$ cat src/rtl/riscv_data_apb_bridge.sv
`default_nettype none
// =============================================================================
// riscv_data_apb_bridge
// Bridges the RISC-V data-access port onto a multi-target APB4 bus with
// target decode, write strobes, an access timeout and error capture.
// Revision: 1.0
// =============================================================================
module riscv_data_apb_bridge #(
    parameter int NUM_TARGETS    = 4,
    parameter int TARGET_SEL_LSB = 18,
    parameter int TIMEOUT_CYCLES = 255
) (
    input  logic                        clk,
    input  logic                        clk__enable,
    input  logic                        reset_n,
    input  logic [31:0]                 data_access_req__address,
    input  logic [3:0]                  data_access_req__byte_enable,
    input  logic                        data_access_req__write_enable,
    input  logic                        data_access_req__read_enable,
    input  logic [31:0]                 data_access_req__write_data,
    output logic                        data_access_resp__wait,
    output logic [31:0]                 data_access_resp__read_data,
    output logic [31:0]                 apb_request__paddr,
    output logic [NUM_TARGETS-1:0]      apb_request__psel,
    output logic                        apb_request__penable,
    output logic                        apb_request__pwrite,
    output logic [31:0]                 apb_request__pwdata,
    output logic [3:0]                  apb_request__pstrb,
    input  logic [NUM_TARGETS*32-1:0]   apb_response__prdata,
    input  logic [NUM_TARGETS-1:0]      apb_response__pready,
    input  logic [NUM_TARGETS-1:0]      apb_response__perr,
    output logic                        error_valid,
    output logic [1:0]                  error_cause,
    output logic [31:0]                 error_address
);

    localparam int SEL_BITS = (NUM_TARGETS > 1) ? $clog2(NUM_TARGETS) : 1;
    localparam int CNT_W    = (TIMEOUT_CYCLES > 1) ? $clog2(TIMEOUT_CYCLES) : 1;
    localparam logic [CNT_W-1:0]  CNT_LAST  = (TIMEOUT_CYCLES > 0) ? CNT_W'(TIMEOUT_CYCLES - 1) : '0;
    localparam logic [SEL_BITS:0] TGT_LIMIT = (SEL_BITS + 1)'(NUM_TARGETS);

    typedef enum logic [1:0] {
        ST_IDLE   = 2'd0,
        ST_SETUP  = 2'd1,
        ST_ACCESS = 2'd2,
        ST_DECERR = 2'd3
    } state_t;

    state_t                 state_q;
    logic [NUM_TARGETS-1:0] psel_q;
    logic                   penable_q;
    logic                   pwrite_q;
    logic [31:0]            paddr_q;
    logic [31:0]            pwdata_q;
    logic [3:0]             pstrb_q;
    logic [31:0]            addr_q;
    logic [CNT_W-1:0]       cnt_q;
    logic                   error_valid_q;
    logic [1:0]             error_cause_q;
    logic [31:0]            error_address_q;

    logic                   w_req;
    logic [SEL_BITS-1:0]    w_target;
    logic                   w_decerr;
    logic [NUM_TARGETS-1:0] w_sel_onehot;
    logic [31:0]            w_prdata;
    logic                   w_ready;
    logic                   w_perr;
    logic                   w_timeout;
    logic                   w_wait;
    logic [31:0]            w_rdata;
    logic                   w_err;
    logic [1:0]             w_cause;

    assign w_req     = data_access_req__read_enable | data_access_req__write_enable;
    assign w_target  = data_access_req__address[TARGET_SEL_LSB +: SEL_BITS];
    assign w_decerr  = ({1'b0, w_target} >= TGT_LIMIT);

    // Response muxing keys off the registered one-hot select, so no index decode is needed.
    always_comb begin
        w_sel_onehot = '0;
        w_prdata     = '0;
        for (int i = 0; i < NUM_TARGETS; i++) begin
            w_sel_onehot[i] = (w_target == SEL_BITS'(i));
            if (psel_q[i]) begin
                w_prdata = w_prdata | apb_response__prdata[32*i +: 32];
            end
        end
    end

    assign w_ready   = |(apb_response__pready & psel_q);
    assign w_perr    = |(apb_response__perr & psel_q);
    assign w_timeout = (TIMEOUT_CYCLES != 0) && (cnt_q == CNT_LAST);

    always_comb begin
        w_wait  = 1'b0;
        w_rdata = '0;
        w_err   = 1'b0;
        w_cause = 2'b00;
        case (state_q)
            ST_IDLE:   w_wait = w_req;
            ST_SETUP:  w_wait = 1'b1;
            ST_ACCESS: begin
                if (w_ready) begin
                    w_rdata = pwrite_q ? 32'h0 : w_prdata;
                    if (w_perr) begin
                        w_err   = 1'b1;
                        w_cause = 2'b10;
                    end
                end else if (w_timeout) begin
                    w_err   = 1'b1;
                    w_cause = 2'b11;
                end else begin
                    w_wait = 1'b1;
                end
            end
            ST_DECERR: begin
                w_err   = 1'b1;
                w_cause = 2'b01;
            end
            default: w_wait = 1'b0;
        endcase
    end

    always_ff @(posedge clk or negedge reset_n) begin
        if (!reset_n) begin
            state_q         <= ST_IDLE;
            psel_q          <= '0;
            penable_q       <= 1'b0;
            pwrite_q        <= 1'b0;
            paddr_q         <= '0;
            pwdata_q        <= '0;
            pstrb_q         <= '0;
            addr_q          <= '0;
            cnt_q           <= '0;
            error_valid_q   <= 1'b0;
            error_cause_q   <= 2'b00;
            error_address_q <= '0;
        end else if (clk__enable) begin
            error_valid_q <= w_err;
            if (w_err) begin
                error_cause_q   <= w_cause;
                error_address_q <= addr_q;
            end
            case (state_q)
                ST_IDLE: begin
                    if (w_req) begin
                        addr_q <= data_access_req__address;
                        if (w_decerr) begin
                            state_q <= ST_DECERR;
                        end else begin
                            state_q  <= ST_SETUP;
                            psel_q   <= w_sel_onehot;
                            paddr_q  <= 32'(data_access_req__address[TARGET_SEL_LSB-1:2]);
                            pwrite_q <= data_access_req__write_enable;
                            pwdata_q <= data_access_req__write_data;
                            pstrb_q  <= data_access_req__write_enable ? data_access_req__byte_enable : 4'b0000;
                        end
                    end
                end
                ST_SETUP: begin
                    state_q   <= ST_ACCESS;
                    penable_q <= 1'b1;
                    cnt_q     <= '0;
                end
                ST_ACCESS: begin
                    if (w_ready || w_timeout) begin
                        state_q   <= ST_IDLE;
                        psel_q    <= '0;
                        penable_q <= 1'b0;
                    end else begin
                        cnt_q <= cnt_q + 1'b1;
                    end
                end
                ST_DECERR: state_q <= ST_IDLE;
                default:   state_q <= ST_IDLE;
            endcase
        end
    end

    assign data_access_resp__wait      = w_wait;
    assign data_access_resp__read_data = w_rdata;
    assign apb_request__paddr          = paddr_q;
    assign apb_request__psel           = psel_q;
    assign apb_request__penable        = penable_q;
    assign apb_request__pwrite         = pwrite_q;
    assign apb_request__pwdata         = pwdata_q;
    assign apb_request__pstrb          = pstrb_q;
    assign error_valid                 = error_valid_q;
    assign error_cause                 = error_cause_q;
    assign error_address               = error_address_q;

endmodule
`default_nettype wire

$ cat config.mk
export PLATFORM = sky130hd
export DESIGN_NAME = riscv_data_apb_bridge
export DESIGN_NICKNAME = d
export VERILOG_FILES = /design/src/rtl/riscv_data_apb_bridge.sv
export SDC_FILE = /design/constraint.sdc
export NUM_CORES = 1
export LEC_CHECK = 0
export CORE_ASPECT_RATIO = 1.4
export CORE_MARGIN = 3
export CORE_UTILIZATION = 30
export DETAILED_ROUTE_END_ITERATION = 16
export HOLD_SLACK_MARGIN = 0.1
export PLACE_DENSITY = 0.66
export SYNTH_ARGS = -nofsm -noshare
export SYNTH_HDL_FRONTEND = slang
export SYNTH_SLANG_ARGS = --single-unit
$ cat constraint.sdc
create_clock -name clk -period 4.4 [get_ports clk]
set_input_delay 0.66 -clock clk [delete_from_list [all_inputs] [get_ports clk]]
set_output_delay 0.66 -clock clk [all_outputs]
set_load 0.02 [all_outputs]
==> results.md <==
* First-pass DRT Iterations at 5
* IR drop worst, VDD at 395 uV
* Layout cells sized above 1 at 0.102
* Register area share after synthesis at 0.502
* Post-Synthesis Cell Area at 5930 um2
* Crit path max fanout at 32
* Die height at 172 um
* Worst setup EP type: output pin
* Synth Instances at 619
* Resize count post-CTS at 0
* Seq. cell area at 2980 um2
* Outcome: finished, final reports clean
* Psw at 0.00251 W
* Area grow syn2layout at 70.1%
* Setup TNS at 0 ns
* Clock power frac at 0.231
* Global-route usage over all layers at 0.227
* TritonCTS Buffers at 17
* Reg2Reg Setup Slack at 1.49 ns
* Final nets at 1137
* Worst R2R Path Depth at 6
* Final Cycle Share at 0.781
* Yosys top cell area share at 0.502
* Final instance area at 10100 um2
* Setup WS pre-CTS at 1.06 ns
* DP HPWL at 19.3 mm
* Clock tree buffer depth at 2
* Final GP Congestion at 0.967
* I/O Buffers at 334
* Worst EP required at 3.74 ns
* Initial antenna violation count at 4
* Clock Sinks at 119
* Synth warn at 0
* Max_cap viols at 0
* Clock Tree Root: clkbuf_16
* Slew margin rel. at 0.360
* Synth area leader: dfrtp_1
* Leak at 4.38 nW
* Largest net degree at the start of global routing at 65
* Final setup fails at 0
* Maximum clock rate at 291 MHz
* Grt ovf at 0
* Yosys reg bits at 119
* Worst Slack Setup Final at 0.965 ns
* Post-Route WL at 24.9 mm
* Core ar. at 19300 um2
* Vias post-DR at 5796
* Post-CTS Setup Inserts at 0
* Fin. Hold Viols at 0
* I/O Pins at 351
* Clock skew at 0.0116 ns
* Number of routed nets with antenna violations at 0
* DRC viols at 0
* Int Pwr at 0.00400 W
* Startpoint types: flop
* Met2 Track Usage GR at 0.387
* Pwr dens at 645 nW/um2
* Mapped Avg Cell Area at 9.58 um2
* Critical Path Source: state_q[1]$_DFFE_PN0P_
* Min Tclk post-route at 3.44 ns
* CP endpoint: data_access_resp__read_data[11]
* Die area at 21500 um2
* Vias in the first global route at 5846
* RSZ-0062 raised after global routing: no
* FP Rows at 60
* Reg2Reg Capture Point: error_address[7]$_DFFE_PN0P_
* HP Class: in -> async
* Crit Path Category: reg -> out
* Hold_buf cts at 0
* Grt met1 use at 0.262
* Fillers at 1756
* Worst Path Arrival at 2.78 ns
* Most used routing layer in global routing: met2
* Switching Share at 0.386
* Die Wd at 125 um
* Per-cell routed wire length at 20.9 um
* CTS clk-pin slew, worst paths at 0.06 ns
* TritonCTS clock tree: yes
* Worst Max-Slew Pin Slew at 0.956 ns
* Worst R2R Start: state_q[1]$_DFFE_PN0P_
* GRT met3 Usage at 0.0967
* First-iteration detailed-routing DRC count at 248
* Starting Density at 0.307
* Seq pwr share at 0.301
* Max Slew Vio Count at 0
* Logic gate share of total power at 0.468
* Placed cell area at 9450 um2
* Vias per Instance at 4.88
* Distinct cells, synth at 47
* H-tree depth at 4
* Area of the multi-input gates at 2580 um2
* Synth area leaders: dfrtp_1 50%, nand2_1 13%, a22oi_1 8.4%
* First-pass GRT wire length at 37.0 mm
* Clk Latency, worst-skew pair at 0.41 ns
==> final cells by class <==
type | instances | share of cell area
Sequential cell | 119 | 0.295
Antenna cell | 1 | 0.000248
Inverter | 5 | 0.00186
Multi-Input combinational cell | 438 | 0.256
Timing Repair Buffer | 345 | 0.352
Clock inverter | 13 | 0.0194
Clock buffer | 19 | 0.0439
Tap cell | 248 | 0.0308
==> per-layer routing <==
metal	vias up	routed length (um)
met4	6	507
met2	276	12300
met1	2770	9470
li1	2714	-
met5	-	41
met3	30	2560
==> worst min path at each step <==
stage	end	startpoint	cells past startpoint
after floorplan	addr_q[0]$_DFFE_PN0P_	reset_n	0
after global placement	apb_request__pwdata[14]$_DFFE_PN0P_	apb_request__pwdata[14]$_DFFE_PN0P_	2
after detailed placement	addr_q[0]$_DFFE_PN0P_	addr_q[0]$_DFFE_PN0P_	2
after CTS	apb_request__pwdata[10]$_DFFE_PN0P_	reset_n	1
after global routing	apb_request__pwdata[4]$_DFFE_PN0P_	reset_n	1
final	apb_request__pwdata[10]$_DFFE_PN0P_	reset_n	1
==> worst max-delay path, stage by stage, from the launching register on <==
cell and delay [ns]:
dfrtp_1 0.72, inv_2 0.20, nor2_1 0.24, nand3b_1 0.11
buf_4 0.26, a21oi_1 0.19, clkdlybuf4s50_1 0.63
==> synthesized netlist by cell type, drive strengths merged <==
library cell  count
nor2             10
nor3              4
a22oi            68
o31ai             2
nor4              2
nand2           207
mux2             32
o311ai            1
nand3             5
buf              44
inv               5
and3              2
or3               1
o211ai            1
clkbuf           28
ha                2
and2              3
nand2b            2
o221a             2
o41ai             2
o22ai             1
a22o             10
mux2i             1
nand4             4
o21ai            14
or2               1
a21oi            35
conb              1
o311a             1
dfrtp           119
nand3b            1
a21o              5
a31oi             2
a2111oi           1
==> per-stage QoR <==
step / util / hold slack (ns) / instances / total power [W]
floorplan: - / 0.364 / 634 / 0.00361
global placement: 0.490 / 0.457 / 1155 / 0.00503
detailed placement: 0.490 / 0.460 / 1155 / 0.00505
CTS: 0.523 / 0.369 / 1187 / 0.00659
global route: 0.523 / 0.397 / 1187 / 0.00688
finish: 0.523 / 0.339 / 1188 / 0.00651
==> placed cells by master, fill, tap and decap left out, drive strengths merged, types with 3 or more instances in the layout <==
| cell type | count |
|---|---|
| nor3 | 4 |
| conb | 16 |
| o21ai | 14 |
| clkinvlp | 3 |
| a21o | 5 |
| nand4 | 4 |
| nand2 | 207 |
| and2 | 3 |
| buf | 25 |
| clkbuf | 19 |
| mux2 | 32 |
| clkdlybuf4s50 | 320 |
| a22o | 10 |
| bufinv | 4 |
| nand3 | 5 |
| dfrtp | 119 |
| nor2 | 10 |
| a22oi | 68 |
| inv | 7 |
| a21oi | 35 |
| clkinv | 4 |
==> registers in the layout, indices dropped and copies added (netlist names) <==
register / flops
error_valid: 1
addr_q: 32
error_cause: 2
apb_request__pwdata: 32
apb_request__psel: 4
apb_request__pwrite: 1
state_q: 2
apb_request__penable: 1
apb_request__pstrb: 4
cnt_q: 8
error_address: 32
==> power by group through the flow <==
stage	clock (W)	combinational, W	sequential [W]
after global routing	0.00159	0.00327	0.00203
after detailed placement	0	0.00308	0.00197
after CTS	0.00153	0.00309	0.00196
final	0.00150	0.00305	0.00196
after floorplan	0	0.00138	0.00223
after global placement	0	0.00307	0.00196
==> kinds of logic (layout without fill, tap and decap cells) <==
family                     Yosys count  count (layout)  synth area share
adders and majority gates            2               2           0.00422
other                                1              17          0.000632
buffers and inverters               77             382            0.0745
DFF                                119             119             0.502
AOI/OAI and AO/OA                  145             145             0.171
muxes                               33              33            0.0808
and+or+nand+nor                    242             242             0.166
Note: power is estimated with default switching activity, not from simulation.
